<file path="config.mk">
export PLATFORM = sky130hd
export DESIGN_NAME = fetch_sequencer
export DESIGN_NICKNAME = d
export VERILOG_FILES = /design/src/rtl/fetch_sequencer.sv
export SDC_FILE = /design/constraint.sdc
export NUM_CORES = 1
export LEC_CHECK = 0
export ABC_AREA = 1
export BUFFER_PORTS_ARGS = -buffer_cell sky130_fd_sc_hd__buf_2
export CORE_MARGIN = 3
export CORE_UTILIZATION = 53
export CTS_CLUSTER_DIAMETER = 200
export DETAILED_ROUTE_END_ITERATION = 12
export PLACE_DENSITY = 0.85
export SYNTH_ARGS = -nofsm -noshare
export SYNTH_HDL_FRONTEND = slang
export SYNTH_SLANG_ARGS = --single-unit
</file>
<file path="constraint.sdc">
create_clock -name clk -period 2.5 [get_ports clk]
set_input_delay 0.5 -clock clk [delete_from_list [all_inputs] [get_ports clk]]
set_output_delay 0.5 -clock clk [all_outputs]
set_load 0.005 [all_outputs]
</file>
<file path="src/rtl/fetch_sequencer.sv">
// ============================================================================
//  Module      : fetch_sequencer
//  Description : Instruction-fetch sequencer. Fetches the word at the current
//                PC over a req/ack handshake and pre-decodes JMP, RET and HLT.
//                It drives the PC advance/jump/return strobes and hands every
//                other instruction to the execute stage over valid/ready.
//                Optional perf counters are enabled with `define FETCH_PERF_EN.
//  Revision    : 1.0  initial release
// ============================================================================
`default_nettype none

module fetch_sequencer #(
  parameter logic [3:0] OP_JMP = 4'hC,
  parameter logic [3:0] OP_RET = 4'hD,
  parameter logic [3:0] OP_HLT = 4'hF
) (
  input  logic        clk,
  input  logic        reset,
  input  logic [15:0] pc_address,
  output logic [15:0] mem_addr,
  output logic        mem_req,
  input  logic        mem_ack,
  input  logic [15:0] mem_rdata,
  output logic [15:0] instr,
  output logic        instr_valid,
  input  logic        instr_ready,
  output logic        ins_count,
  output logic        jump_enable,
  output logic [15:0] jump_address,
  output logic        return_enable,
  output logic        halted,
  input  logic        resume
`ifdef FETCH_PERF_EN
  ,
  output logic [15:0] fetch_count,
  output logic [15:0] stall_count
`endif
);

  typedef enum logic [2:0] {
    ST_IDLE    = 3'd0,
    ST_REQ     = 3'd1,
    ST_DECODE  = 3'd2,
    ST_ISSUE   = 3'd3,
    ST_ADVANCE = 3'd4,
    ST_HALT    = 3'd5
  } state_t;

  state_t      r_state;
  logic [15:0] r_ir;
  logic [15:0] r_addr;
  logic        r_addr_cap;

  // The PC loads on the same edge that enters REQ, so during the first REQ
  // cycle the live pc_address is presented while it is being captured; every
  // later cycle of the request presents the captured copy.
  assign mem_addr = (r_state == ST_REQ && !r_addr_cap) ? pc_address : r_addr;
  assign instr    = r_ir;

  // Sequencer state machine with registered strobes and handshake outputs.
  always_ff @(posedge clk or posedge reset) begin
    if (reset) begin
      r_state       <= ST_IDLE;
      r_ir          <= 16'h0000;
      r_addr        <= 16'h0000;
      r_addr_cap    <= 1'b0;
      mem_req       <= 1'b0;
      instr_valid   <= 1'b0;
      ins_count     <= 1'b0;
      jump_enable   <= 1'b0;
      return_enable <= 1'b0;
      jump_address  <= 16'h0000;
      halted        <= 1'b0;
    end else begin
      case (r_state)
        ST_IDLE: begin
          mem_req    <= 1'b1;
          r_addr_cap <= 1'b0;
          r_state    <= ST_REQ;
        end

        ST_REQ: begin
          if (!r_addr_cap) begin
            r_addr     <= pc_address;
            r_addr_cap <= 1'b1;
          end
          if (mem_ack) begin
            r_ir    <= mem_rdata;
            mem_req <= 1'b0;
            r_state <= ST_DECODE;
          end
        end

        ST_DECODE: begin
          if (r_ir[15:12] == OP_JMP) begin
            jump_address <= {4'b0000, r_ir[11:0]};
            ins_count    <= 1'b1;
            jump_enable  <= 1'b1;
            r_state      <= ST_ADVANCE;
          end else if (r_ir[15:12] == OP_RET) begin
            ins_count     <= 1'b1;
            return_enable <= 1'b1;
            r_state       <= ST_ADVANCE;
          end else if (r_ir[15:12] == OP_HLT) begin
            halted  <= 1'b1;
            r_state <= ST_HALT;
          end else begin
            instr_valid <= 1'b1;
            r_state     <= ST_ISSUE;
          end
        end

        ST_ISSUE: begin
          if (instr_ready) begin
            instr_valid <= 1'b0;
            ins_count   <= 1'b1;
            r_state     <= ST_ADVANCE;
          end
        end

        ST_ADVANCE: begin
          ins_count     <= 1'b0;
          jump_enable   <= 1'b0;
          return_enable <= 1'b0;
          mem_req       <= 1'b1;
          r_addr_cap    <= 1'b0;
          r_state       <= ST_REQ;
        end

        ST_HALT: begin
          if (resume) begin
            halted    <= 1'b0;
            ins_count <= 1'b1;
            r_state   <= ST_ADVANCE;
          end
        end

        default: begin
          r_state <= ST_IDLE;
        end
      endcase
    end
  end

`ifdef FETCH_PERF_EN
  // Count completed instructions and cycles spent waiting on memory or execute.
  always_ff @(posedge clk or posedge reset) begin
    if (reset) begin
      fetch_count <= 16'h0000;
      stall_count <= 16'h0000;
    end else begin
      if (r_state == ST_ADVANCE) begin
        fetch_count <= fetch_count + 16'd1;
      end
      if ((r_state == ST_REQ && !mem_ack) || (r_state == ST_ISSUE && !instr_ready)) begin
        stall_count <= stall_count + 16'd1;
      end
    end
  end
`endif

endmodule

`default_nettype wire

</file>
==> impl_metrics.prom, run 1 <==
# TYPE chip_impl_metric gauge
chip_impl_metric{name="antennaDiodeCount",unit=""} 0
chip_impl_info{name="worstReg2RegEnd",value="jump_address[10]"} 1
chip_impl_metric{name="grt-ovfl-total",unit=""} 0
chip_impl_metric{name="route.final.wire_length",unit="mm"} 4.75
chip_impl_info{name="reg2reg_from",value="r_state[1]"} 1
chip_impl_metric{name="power_leakage",unit="nW"} 1.66
chip_impl_metric{name="setup_slack",unit="ns"} 0.325
chip_impl_metric{name="postSynthCellCount",unit=""} 256
chip_impl_metric{name="final_period_minus_worst_setup_slack",unit="ns"} 2.17
chip_impl_metric{name="vdd_ir_drop_max",unit="µV"} 579
chip_impl_metric{name="final-setup-viol-count",unit=""} 0
chip_impl_metric{name="dieArea",unit="µm²"} 5530
chip_impl_metric{name="grt_start_max_net_pins",unit=""} 55
chip_impl_metric{name="clkSlewWorstSetupHoldPaths",unit="ns"} 0.09
chip_impl_metric{name="seq_area_frac_synth",unit="%"} 54.5
chip_impl_metric{name="tightest_slew",unit="ns"} 0.665
chip_impl_info{name="cts_tree",value="yes"} 1
chip_impl_metric{name="slowest_delay",unit="ns"} 0.39
chip_impl_metric{name="period_share",unit="%"} 87.0
chip_impl_metric{name="ys_seq_elements",unit=""} 54
chip_impl_metric{name="layout-drive-gt1-share",unit="%"} 39.7
chip_impl_info{name="critical_path.top_delay_family",value="simple AND/OR/NAND/NOR gates"} 1
chip_impl_metric{name="first_pass_grt_wire_length",unit="mm"} 7.85
chip_impl_info{name="setup.worst_path.start_class",value="flip-flop"} 1
chip_impl_metric{name="core.rowCount",unit=""} 24
chip_impl_metric{name="groute.usage.overall",unit="%"} 18.2
chip_impl_metric{name="ioPinCount",unit=""} 91
chip_impl_metric{name="htreeDepth",unit=""} 2
chip_impl_metric{name="first_global_vias",unit=""} 1832
chip_impl_metric{name="postCtsResizedCells",unit=""} 0
chip_impl_metric{name="drtPass1Iterations",unit=""} 4
chip_impl_metric{name="synthesis.area_per_instance",unit="µm²"} 9.68
chip_impl_metric{name="slew_violations",unit=""} 0
chip_impl_metric{name="max_freq",unit="MHz"} 460
chip_impl_metric{name="syn2layout_area_growth",unit="%"} 19.0
chip_impl_info{name="ctsRootBufferMaster",value="clkbuf_8"} 1
chip_impl_metric{name="place.gp.congestion",unit=""} 0.794
chip_impl_metric{name="cts_hold_buf",unit=""} 0
chip_impl_metric{name="fin_setup_tns",unit="ns"} 0
chip_impl_metric{name="vias",unit=""} 1872
chip_impl_metric{name="seq_area",unit="µm²"} 1350
chip_impl_info{name="synthDominantAreaCellType",value="dfrtp_1"} 1
chip_impl_metric{name="die_h",unit="µm"} 74.4
chip_impl_metric{name="worst_r2r_path_depth",unit=""} 5
chip_impl_metric{name="design.final.nets",unit=""} 376
chip_impl_metric{name="detail_route.wl_per_cell",unit="µm"} 12.1
chip_impl_info{name="rsz0062_at_grt",value="false"} 1
chip_impl_metric{name="final-hold-violation-count",unit=""} 0
chip_impl_metric{name="max-cap-violations",unit=""} 0
chip_impl_info{name="cpMaxStageDelayCell",value="clkinv_1"} 1
chip_impl_info{name="path_common_cell",value="nand2_1"} 1
chip_impl_metric{name="filler_cell_count",unit=""} 378
chip_impl_metric{name="port-buffer-count",unit=""} 86
chip_impl_metric{name="critPathMaxFanout",unit=""} 18
chip_impl_metric{name="skew",unit="ns"} 0.00963
chip_impl_metric{name="synth.distinct_cells",unit=""} 29
chip_impl_metric{name="clock_tree.buffer_depth",unit=""} 2
chip_impl_metric{name="synth_top_area_share",unit="%"} 54.5
chip_impl_metric{name="avgViaCountPerCell",unit=""} 4.78
chip_impl_metric{name="grt_antenna_before_repair",unit=""} 0
chip_impl_metric{name="worst_skew_pair_later_pin_latency",unit="ns"} 0.30
chip_impl_metric{name="yosysWarnings",unit=""} 0
chip_impl_metric{name="hold-worst-slack",unit="ns"} 0.368
chip_impl_metric{name="synth_area",unit="µm²"} 2480
chip_impl_metric{name="setup.reg_to_reg.worst_slack",unit="ns"} 1.10
chip_impl_metric{name="max-slew-margin-rel",unit="%"} 55.7
chip_impl_metric{name="initial_core_util",unit="%"} 55.7
chip_impl_metric{name="required",unit="ns"} 2.00
chip_impl_metric{name="report.power.total",unit="mW"} 3.62
chip_impl_info{name="synth_top_cells_by_area",value="dfrtp_1 55%, nand2_1 11%, o21ai_2 7.8%, nand3_1 3.8%, inv_1 3.6%"} 1
chip_impl_metric{name="core_area",unit="µm²"} 4440
chip_impl_metric{name="crit_buf_inv",unit=""} 2
chip_impl_info{name="min-delay-path-class",value="primary input to async pin"} 1
chip_impl_metric{name="multi_input_area",unit="µm²"} 858
chip_impl_metric{name="cts_num_sinks",unit=""} 54
chip_impl_metric{name="dr.first_iter.drc_count",unit=""} 97
chip_impl_info{name="path_cells",value="clkinv_1 > nand2_4 > nand2_1 > nand2_1 > buf_2"} 1
chip_impl_metric{name="cts_made_buffers",unit=""} 5
chip_impl_metric{name="antenna_left",unit=""} 0
chip_impl_metric{name="cts_setup_buffers",unit=""} 0
chip_impl_metric{name="die-width",unit="µm"} 74.4
chip_impl_info{name="worstSetupPathType",value="flip-flop to primary output"} 1
chip_impl_info{name="cp-startpoint",value="r_addr_cap"} 1
chip_impl_metric{name="drc",unit=""} 0
chip_impl_info{name="status",value="finished, final reports clean"} 1
chip_impl_metric{name="arrival",unit="ns"} 1.67
chip_impl_info{name="crit_path_end_kind",value="primary output"} 1
chip_impl_metric{name="pre_cts_ws",unit="ns"} 0.636
chip_impl_metric{name="dp_hpwl",unit="mm"} 3.57
chip_impl_metric{name="p_per_area",unit="nW/µm²"} 1230
==> report_power, final <==
part / internal [mW] / leakage [nW] / switching (mW)
Combinational: 0.652 / 0.924 / 0.938
Clock: 0.300 / 0.0524 / 0.261
Sequential: 1.27 / 0.679 / 0.208
==> cell families (layout without fill, tap and decap cells) <==
group / after synthesis / in the layout / synth area share (%)
xor+xnor: 1 / 1 / 0.354
other cells: 1 / 4 / 0.151
buf+inv: 43 / 124 / 11.3
simple gates: 123 / 123 / 23.4
flops: 54 / 54 / 54.5
compound gates: 34 / 34 / 10.3
==> cells in the mapped netlist (all sizes together) <==
library cell / number
a21boi: 1
a21oi: 3
buf: 13
clkbuf: 1
clkinv: 3
conb: 1
dfrtp: 54
inv: 26
nand2: 87
nand3: 20
nand4: 1
nor2: 14
nor3: 1
o21ai: 30
xnor2: 1
==> stage by stage <==
step	area [µm²]	instances	utilization, %
after global routing	2950	392	66.4
after detailed placement	2840	384	64.0
after floorplan	2490	259	-
after global placement	2840	384	64.0
after CTS	2950	392	66.4
final	2950	392	66.4
==> flip-flops by register name (all words and copies together), names as in the netlist <==
register	flops
instr_valid	1
return_enable	1
ins_count	1
r_addr	16
r_addr_cap	1
instr	16
jump_enable	1
halted	1
jump_address	12
mem_req	1
r_state	3
==> worst max-delay path by stage <==
| stage | to | slack (ns) | cells after the start |
|---|---|---|---|
| final | mem_addr[4] | 0.33 | 5 |
| after global routing | mem_addr[12] | 0.13 | 5 |
| after CTS | mem_addr[4] | 0.29 | 5 |
| after detailed placement | mem_addr[4] | 0.64 | 5 |
| after global placement | mem_addr[12] | 0.69 | 5 |
| after floorplan | halted | 0.69 | 1 |
==> layout by cell type (no fill, tap or decap), types with 3 or more instances in the layout <==
cell type and n:
nand3_1 19, buf_2 86, nand2_4 5, o21ai_0 4, inv_1 23, nand2_1 75, conb_1 4, a21oi_1 3
nor2_1 12, o21ai_2 22, nand2_2 6, o21ai_1 4, clkbuf_8 5, dfrtp_1 54
==> area by class of cell <==
| type | instances | area share (%) |
|---|---|---|
| Tap cell | 52 | 2.21 |
| Timing Repair Buffer | 87 | 14.8 |
| Clock buffer | 7 | 2.59 |
| Sequential cell | 54 | 45.8 |
| Clock inverter | 1 | 1.02 |
| Multi-Input combinational cell | 162 | 29.1 |
| Inverter | 29 | 4.41 |
==> tightest hold or removal path, delay by kind of cell <==
family / cells / cell delay (ns)
buffers and inverters: 3 / 0.66
==> routing by layer <==
layer  wire (µm)  up-vias  part of all wire (%)  global-route usage (%)
li1            -      964                     -                       -
met1        2060      848                    43                    22.6
met2        2350       54                    50                    31.9
met3         286        6                   6.0                    3.65
met4          53        0                   1.1                    5.73
met5           0        -                     0                       0
No activity file was read; power rests on OpenSTA's default activity.
==> run 2: changes to the inputs <==
--- a/config.mk
+++ b/config.mk
@@ -8,10 +8,9 @@
 export ABC_AREA = 1
 export BUFFER_PORTS_ARGS = -buffer_cell sky130_fd_sc_hd__buf_2
 export CORE_MARGIN = 3
-export CORE_UTILIZATION = 53
+export CORE_UTILIZATION = 35
 export CTS_CLUSTER_DIAMETER = 200
 export DETAILED_ROUTE_END_ITERATION = 12
-export PLACE_DENSITY = 0.85
 export SYNTH_ARGS = -nofsm -noshare
 export SYNTH_HDL_FRONTEND = slang
 export SYNTH_SLANG_ARGS = --single-unit
==> impl_metrics.prom, run 2 (same netlist as run 1, synthesis figures left out) <==
# TYPE chip_impl_metric gauge
chip_impl_metric{name="antennaDiodeCount",unit=""} 0
chip_impl_metric{name="first_global_vias",unit=""} 1905
chip_impl_metric{name="max_freq",unit="MHz"} 446
chip_impl_metric{name="setup_slack",unit="ns"} 0.260
chip_impl_info{name="worstSetupPathType",value="flip-flop to primary output"} 1
chip_impl_metric{name="post-place-cells",unit=""} 428
chip_impl_metric{name="ioPinCount",unit=""} 91
chip_impl_metric{name="arrival",unit="ns"} 1.74
chip_impl_info{name="critical_path.top_delay_family",value="simple AND/OR/NAND/NOR gates"} 1
chip_impl_metric{name="cts_hold_buf",unit=""} 0
chip_impl_metric{name="required",unit="ns"} 2.00
chip_impl_metric{name="vdd_ir_drop_max",unit="µV"} 389
chip_impl_info{name="path_common_cell",value="nand2_1"} 1
chip_impl_info{name="min-delay-path-class",value="primary input to async pin"} 1
chip_impl_metric{name="die-width",unit="µm"} 90.1
chip_impl_metric{name="max-cap-violations",unit=""} 0
chip_impl_metric{name="slowest_delay",unit="ns"} 0.42
chip_impl_metric{name="power_leakage",unit="nW"} 1.66
chip_impl_metric{name="fin_setup_tns",unit="ns"} 0
chip_impl_metric{name="layout.core_utilization",unit="%"} 43.9
chip_impl_metric{name="core_area",unit="µm²"} 6830
chip_impl_metric{name="vias",unit=""} 1886
chip_impl_info{name="ctsRootBufferMaster",value="clkbuf_8"} 1
chip_impl_metric{name="route.final.wire_length",unit="mm"} 5.14
chip_impl_metric{name="dieArea",unit="µm²"} 8120
chip_impl_metric{name="stdcell_count",unit=""} 436
chip_impl_metric{name="cts_num_sinks",unit=""} 54
chip_impl_metric{name="grt_start_max_net_pins",unit=""} 31
chip_impl_info{name="layout.cells.most_common",value="buf_2"} 1
chip_impl_metric{name="max-slew-margin-rel",unit="%"} 62.2
chip_impl_metric{name="clock_tree.buffer_depth",unit=""} 2
chip_impl_metric{name="skew",unit="ns"} 0.0161
chip_impl_metric{name="cts_setup_buffers",unit=""} 0
chip_impl_info{name="cpMaxStageDelayCell",value="clkinv_1"} 1
chip_impl_metric{name="period_share",unit="%"} 89.6
chip_impl_info{name="final_cell_mix",value="86 x buf_2, 75 x nand2_1, 54 x dfrtp_1"} 1
chip_impl_metric{name="crit_buf_inv",unit=""} 2
chip_impl_info{name="cts_tree",value="yes"} 1
chip_impl_metric{name="dr.first_iter.drc_count",unit=""} 72
chip_impl_metric{name="grt-ovfl-total",unit=""} 0
chip_impl_metric{name="worst_skew_pair_later_pin_latency",unit="ns"} 0.31
chip_impl_metric{name="pre_cts_ws",unit="ns"} 0.585
chip_impl_metric{name="dp_hpwl",unit="mm"} 3.83
chip_impl_metric{name="place.gp.congestion",unit=""} 0.778
chip_impl_metric{name="syn2layout_area_growth",unit="%"} 21.0
chip_impl_metric{name="p_per_area",unit="nW/µm²"} 1190
chip_impl_metric{name="final-hold-violation-count",unit=""} 0
chip_impl_metric{name="hold-worst-slack",unit="ns"} 0.240
chip_impl_metric{name="slew_violations",unit=""} 0
chip_impl_metric{name="drc",unit=""} 0
chip_impl_info{name="status",value="finished, final reports clean"} 1
chip_impl_metric{name="port-buffer-count",unit=""} 86
chip_impl_info{name="rsz0062_at_grt",value="false"} 1
chip_impl_metric{name="avgViaCountPerCell",unit=""} 4.33
chip_impl_metric{name="design.final.nets",unit=""} 376
chip_impl_metric{name="final-setup-viol-count",unit=""} 0
chip_impl_metric{name="grt_antenna_before_repair",unit=""} 0
chip_impl_metric{name="layout-drive-gt1-share",unit="%"} 40.3
chip_impl_metric{name="htreeDepth",unit=""} 2
chip_impl_info{name="setup.worst_path.start_class",value="flip-flop"} 1
chip_impl_info{name="crit_path_end_kind",value="primary output"} 1
chip_impl_metric{name="core.rowCount",unit=""} 30
chip_impl_metric{name="antenna_left",unit=""} 0
chip_impl_metric{name="critPathMaxFanout",unit=""} 18
chip_impl_metric{name="detail_route.wl_per_cell",unit="µm"} 11.8
chip_impl_metric{name="first_pass_grt_wire_length",unit="mm"} 9.13
chip_impl_metric{name="clkSlewWorstSetupHoldPaths",unit="ns"} 0.10
chip_impl_metric{name="drtPass1Iterations",unit=""} 4
chip_impl_info{name="path_cells",value="clkinv_1 > nand2_4 > nand2_1 > nand2_1 > buf_2"} 1
chip_impl_metric{name="initial_core_util",unit="%"} 36.3
chip_impl_metric{name="groute.usage.overall",unit="%"} 13.5
chip_impl_metric{name="postCtsResizedCells",unit=""} 0
chip_impl_metric{name="die_h",unit="µm"} 90.1
chip_impl_metric{name="tightest_slew",unit="ns"} 0.566
chip_impl_metric{name="final_period_minus_worst_setup_slack",unit="ns"} 2.24
chip_impl_metric{name="cts_made_buffers",unit=""} 5
[run 2: cell types whose count changed in the layout (fill, tap and decap cells not counted), sizes merged]
cell,delta
bufinv,-1
clkbuf,-2
clkinv,+2
inv,+1
[run 2: worst register-to-register path, stage by stage (launching register included)]
cell,delay (ns)
dfrtp_1,0.34
clkinv_1,0.42
nand2_4,0.38
nand2_1,0.08
nand2_1,0.10
[run 2: final timing paths]
kind	from	end	slack (ns)	depth (start not counted)
setup / recovery	r_addr_cap	mem_addr[8]	0.26	5
hold / removal	reset	jump_address[3]	0.24	2
setup reg to reg	r_addr_cap	r_addr[14]	1.12	4
hold reg to reg	ins_count	ins_count	0.47	2
max in group asynchronous	reset	r_state[0]	1.70	3
min in group clk	mem_rdata[12]	instr[12]	0.40	3
[run 2: layout make-up]
type                    count  area (µm²)
multi-input cells         162         858
repair buffers             87         450
clock inverters             3        18.8
fillers                   704        3830
well taps                  96         120
inverters                  29         130
clock buffers               5        68.8
flip-flops and latches     54        1350
[run 2: stage by stage]
step	power (mW)	instance area (µm²)
2_1_floorplan	2.60	2490
3_3_place_gp	3.09	2910
3_5_place_dp	3.13	2910
4_1_cts	3.64	3000
5_1_grt	3.93	3000
6_report	3.56	3000
[run 2: metal layers]
| metal | global-route usage [%] | share of wire (%) | vias to the layer above |
|---|---|---|---|
| li1 | - | - | 953 |
| met1 | 17.6 | 46 | 867 |
| met2 | 20.8 | 45 | 62 |
| met3 | 5.36 | 8.0 | 4 |
| met4 | 3.44 | 0.86 | 0 |
| met5 | 0 | 0 | - |
[run 2: where the power goes]
part,switching [mW],internal [mW],total (mW),leakage (nW)
Clock,0.284,0.198,0.482,0.0483
Combinational,0.948,0.654,1.60,0.929
Sequential,0.206,1.27,1.47,0.679
==> run 3: changes to the inputs <==
--- a/config.mk
+++ b/config.mk
@@ -8,9 +8,10 @@
 export ABC_AREA = 1
 export BUFFER_PORTS_ARGS = -buffer_cell sky130_fd_sc_hd__buf_2
 export CORE_MARGIN = 3
-export CORE_UTILIZATION = 35
+export CORE_UTILIZATION = 50
 export CTS_CLUSTER_DIAMETER = 200
 export DETAILED_ROUTE_END_ITERATION = 12
+export PLACE_DENSITY = 0.81
 export SYNTH_ARGS = -nofsm -noshare
 export SYNTH_HDL_FRONTEND = slang
 export SYNTH_SLANG_ARGS = --single-unit
==> impl_metrics.prom, run 3 (same netlist as run 1, synthesis figures left out) <==
# TYPE chip_impl_metric gauge
chip_impl_info{name="cts_tree",value="yes"} 1
chip_impl_metric{name="max-slew-margin-rel",unit="%"} 62.2
chip_impl_metric{name="first_pass_grt_wire_length",unit="mm"} 8.33
chip_impl_metric{name="cts_made_buffers",unit=""} 5
chip_impl_metric{name="die-width",unit="µm"} 76.4
chip_impl_metric{name="skew",unit="ns"} 0.00479
chip_impl_metric{name="postCtsResizedCells",unit=""} 0
chip_impl_metric{name="p_per_area",unit="nW/µm²"} 1200
chip_impl_metric{name="place.gp.congestion",unit=""} 0.786
chip_impl_metric{name="dr.first_iter.drc_count",unit=""} 125
chip_impl_metric{name="ioPinCount",unit=""} 91
chip_impl_metric{name="dp_hpwl",unit="mm"} 3.74
chip_impl_metric{name="max-cap-violations",unit=""} 0
chip_impl_metric{name="stdcell_count",unit=""} 404
chip_impl_metric{name="power_frac_clock",unit="%"} 12.6
chip_impl_metric{name="htreeDepth",unit=""} 2
chip_impl_metric{name="switching_power",unit="mW"} 1.42
chip_impl_metric{name="switching_share",unit="%"} 40.1
chip_impl_metric{name="seq_power_share",unit="%"} 41.9
chip_impl_metric{name="dieArea",unit="µm²"} 5840
chip_impl_metric{name="vias",unit=""} 1888
chip_impl_metric{name="initial_core_util",unit="%"} 54.3
chip_impl_metric{name="p_int",unit="mW"} 2.11
chip_impl_metric{name="multi_input_area",unit="µm²"} 858
chip_impl_metric{name="antenna_left",unit=""} 0
chip_impl_metric{name="fin_setup_tns",unit="ns"} 0
chip_impl_metric{name="die_h",unit="µm"} 76.4
chip_impl_metric{name="setup_slack",unit="ns"} 0.278
chip_impl_info{name="status",value="finished, final reports clean"} 1
chip_impl_info{name="worstSetupPathType",value="flip-flop to primary output"} 1
chip_impl_metric{name="clkSlewWorstSetupHoldPaths",unit="ns"} 0.08
chip_impl_info{name="setup.worst_path.start_class",value="flip-flop"} 1
chip_impl_metric{name="post-place-cells",unit=""} 397
chip_impl_metric{name="groute.usage.overall",unit="%"} 17.6
chip_impl_metric{name="final-setup-viol-count",unit=""} 0
chip_impl_info{name="crit_path_end_kind",value="primary output"} 1
chip_impl_metric{name="critPathMaxFanout",unit=""} 18
chip_impl_metric{name="required",unit="ns"} 2.00
chip_impl_metric{name="layout-drive-gt1-share",unit="%"} 39.5
chip_impl_metric{name="worst_skew_pair_later_pin_latency",unit="ns"} 0.29
chip_impl_metric{name="grt_util_met2",unit="%"} 30.3
chip_impl_metric{name="grt_antenna_before_repair",unit=""} 0
chip_impl_info{name="final_cell_mix",value="86 x buf_2, 75 x nand2_1, 54 x dfrtp_1"} 1
chip_impl_metric{name="cts_hold_buf",unit=""} 0
chip_impl_metric{name="grt-ovfl-total",unit=""} 0
chip_impl_metric{name="core_area",unit="µm²"} 4560
chip_impl_metric{name="hold-worst-slack",unit="ns"} 0.254
chip_impl_metric{name="max_freq",unit="MHz"} 450
chip_impl_metric{name="arrival",unit="ns"} 1.72
chip_impl_metric{name="global_route.usage.met1",unit="%"} 22.2
chip_impl_metric{name="first_global_vias",unit=""} 1774
chip_impl_metric{name="seq_area",unit="µm²"} 1350
chip_impl_metric{name="use_met3",unit="%"} 4.85
chip_impl_metric{name="design.final.nets",unit=""} 376
chip_impl_metric{name="clock_tree.buffer_depth",unit=""} 2
chip_impl_metric{name="cts_setup_buffers",unit=""} 0
chip_impl_metric{name="syn2layout_area_growth",unit="%"} 19.0
chip_impl_metric{name="port-buffer-count",unit=""} 86
chip_impl_metric{name="detail_route.wl_per_cell",unit="µm"} 12.3
chip_impl_metric{name="power_leakage",unit="nW"} 1.65
chip_impl_metric{name="period_share",unit="%"} 88.9
chip_impl_info{name="min-delay-path-class",value="primary input to async pin"} 1
chip_impl_metric{name="vdd_ir_drop_max",unit="µV"} 620
chip_impl_metric{name="slew_violations",unit=""} 0
chip_impl_metric{name="drtPass1Iterations",unit=""} 5
chip_impl_metric{name="cts_num_sinks",unit=""} 54
chip_impl_metric{name="placed_area",unit="µm²"} 2870
chip_impl_metric{name="antennaDiodeCount",unit=""} 0
chip_impl_metric{name="final-hold-violation-count",unit=""} 0
chip_impl_info{name="layout.cells.most_common",value="buf_2"} 1
chip_impl_metric{name="core.rowCount",unit=""} 24
chip_impl_metric{name="drc",unit=""} 0
chip_impl_info{name="grt_busiest_layer",value="met2"} 1
chip_impl_metric{name="grt_start_max_net_pins",unit=""} 31
chip_impl_metric{name="finalInstanceArea",unit="µm²"} 2950
chip_impl_metric{name="avgViaCountPerCell",unit=""} 4.67
chip_impl_info{name="ctsRootBufferMaster",value="clkbuf_8"} 1
chip_impl_metric{name="tightest_slew",unit="ns"} 0.567
chip_impl_metric{name="report.power.total",unit="mW"} 3.53
chip_impl_metric{name="layout.core_utilization",unit="%"} 64.6
chip_impl_metric{name="pre_cts_ws",unit="ns"} 0.635
chip_impl_metric{name="comb_power_share",unit="%"} 45.5
chip_impl_metric{name="final_period_minus_worst_setup_slack",unit="ns"} 2.22
chip_impl_metric{name="filler_cell_count",unit=""} 399
chip_impl_info{name="rsz0062_at_grt",value="false"} 1
chip_impl_metric{name="route.final.wire_length",unit="mm"} 4.96
==> run 3: final cells by class <==
type | instances | area share, %
flip-flops and latches | 54 | 45.8
multi-input cells | 162 | 29.1
repair buffers | 87 | 15.3
inverters | 29 | 4.41
well taps | 65 | 2.76
clock buffers | 7 | 2.59
==> run 3: worst paths after layout <==
check	startpoint	endpoint	slack, ns	cells past startpoint
worst max-delay path	r_addr_cap	mem_addr[6]	0.28	5
worst min-delay path	reset	jump_address[8]	0.25	2
worst max register to register	r_state[1]	jump_address[7]	1.09	5
worst min register to register	r_addr[2]	r_addr[2]	0.48	2
max in group asynchronous	reset	instr[12]	1.70	3
min in group clk	instr_ready	instr_valid	0.40	2
==> run 3: worst max-delay path: stages, from the launching register on <==
cell	delay, ns
dfrtp_1	0.34
clkinv_1	0.42
nand2_4	0.36
nand2_1	0.09
nand2_1	0.10
buf_2	0.12
==> run 3: layer usage <==
metal  share of wire [%]  wire [µm]
met4                0.89         44
met1                  44       2170
met3                 5.5        273
met5                   0          0
met2                  50       2480
==> run 3: power groups by stage <==
stage / Combinational (mW) / Clock, mW / Sequential [mW]
6_report: 1.61 / 0.444 / 1.48
5_1_grt: 1.82 / 0.498 / 1.53
4_1_cts: 1.64 / 0.458 / 1.48
3_5_place_dp: 1.63 / 0 / 1.50
3_3_place_gp: 1.57 / 0 / 1.48
2_1_floorplan: 1.13 / 0 / 1.47
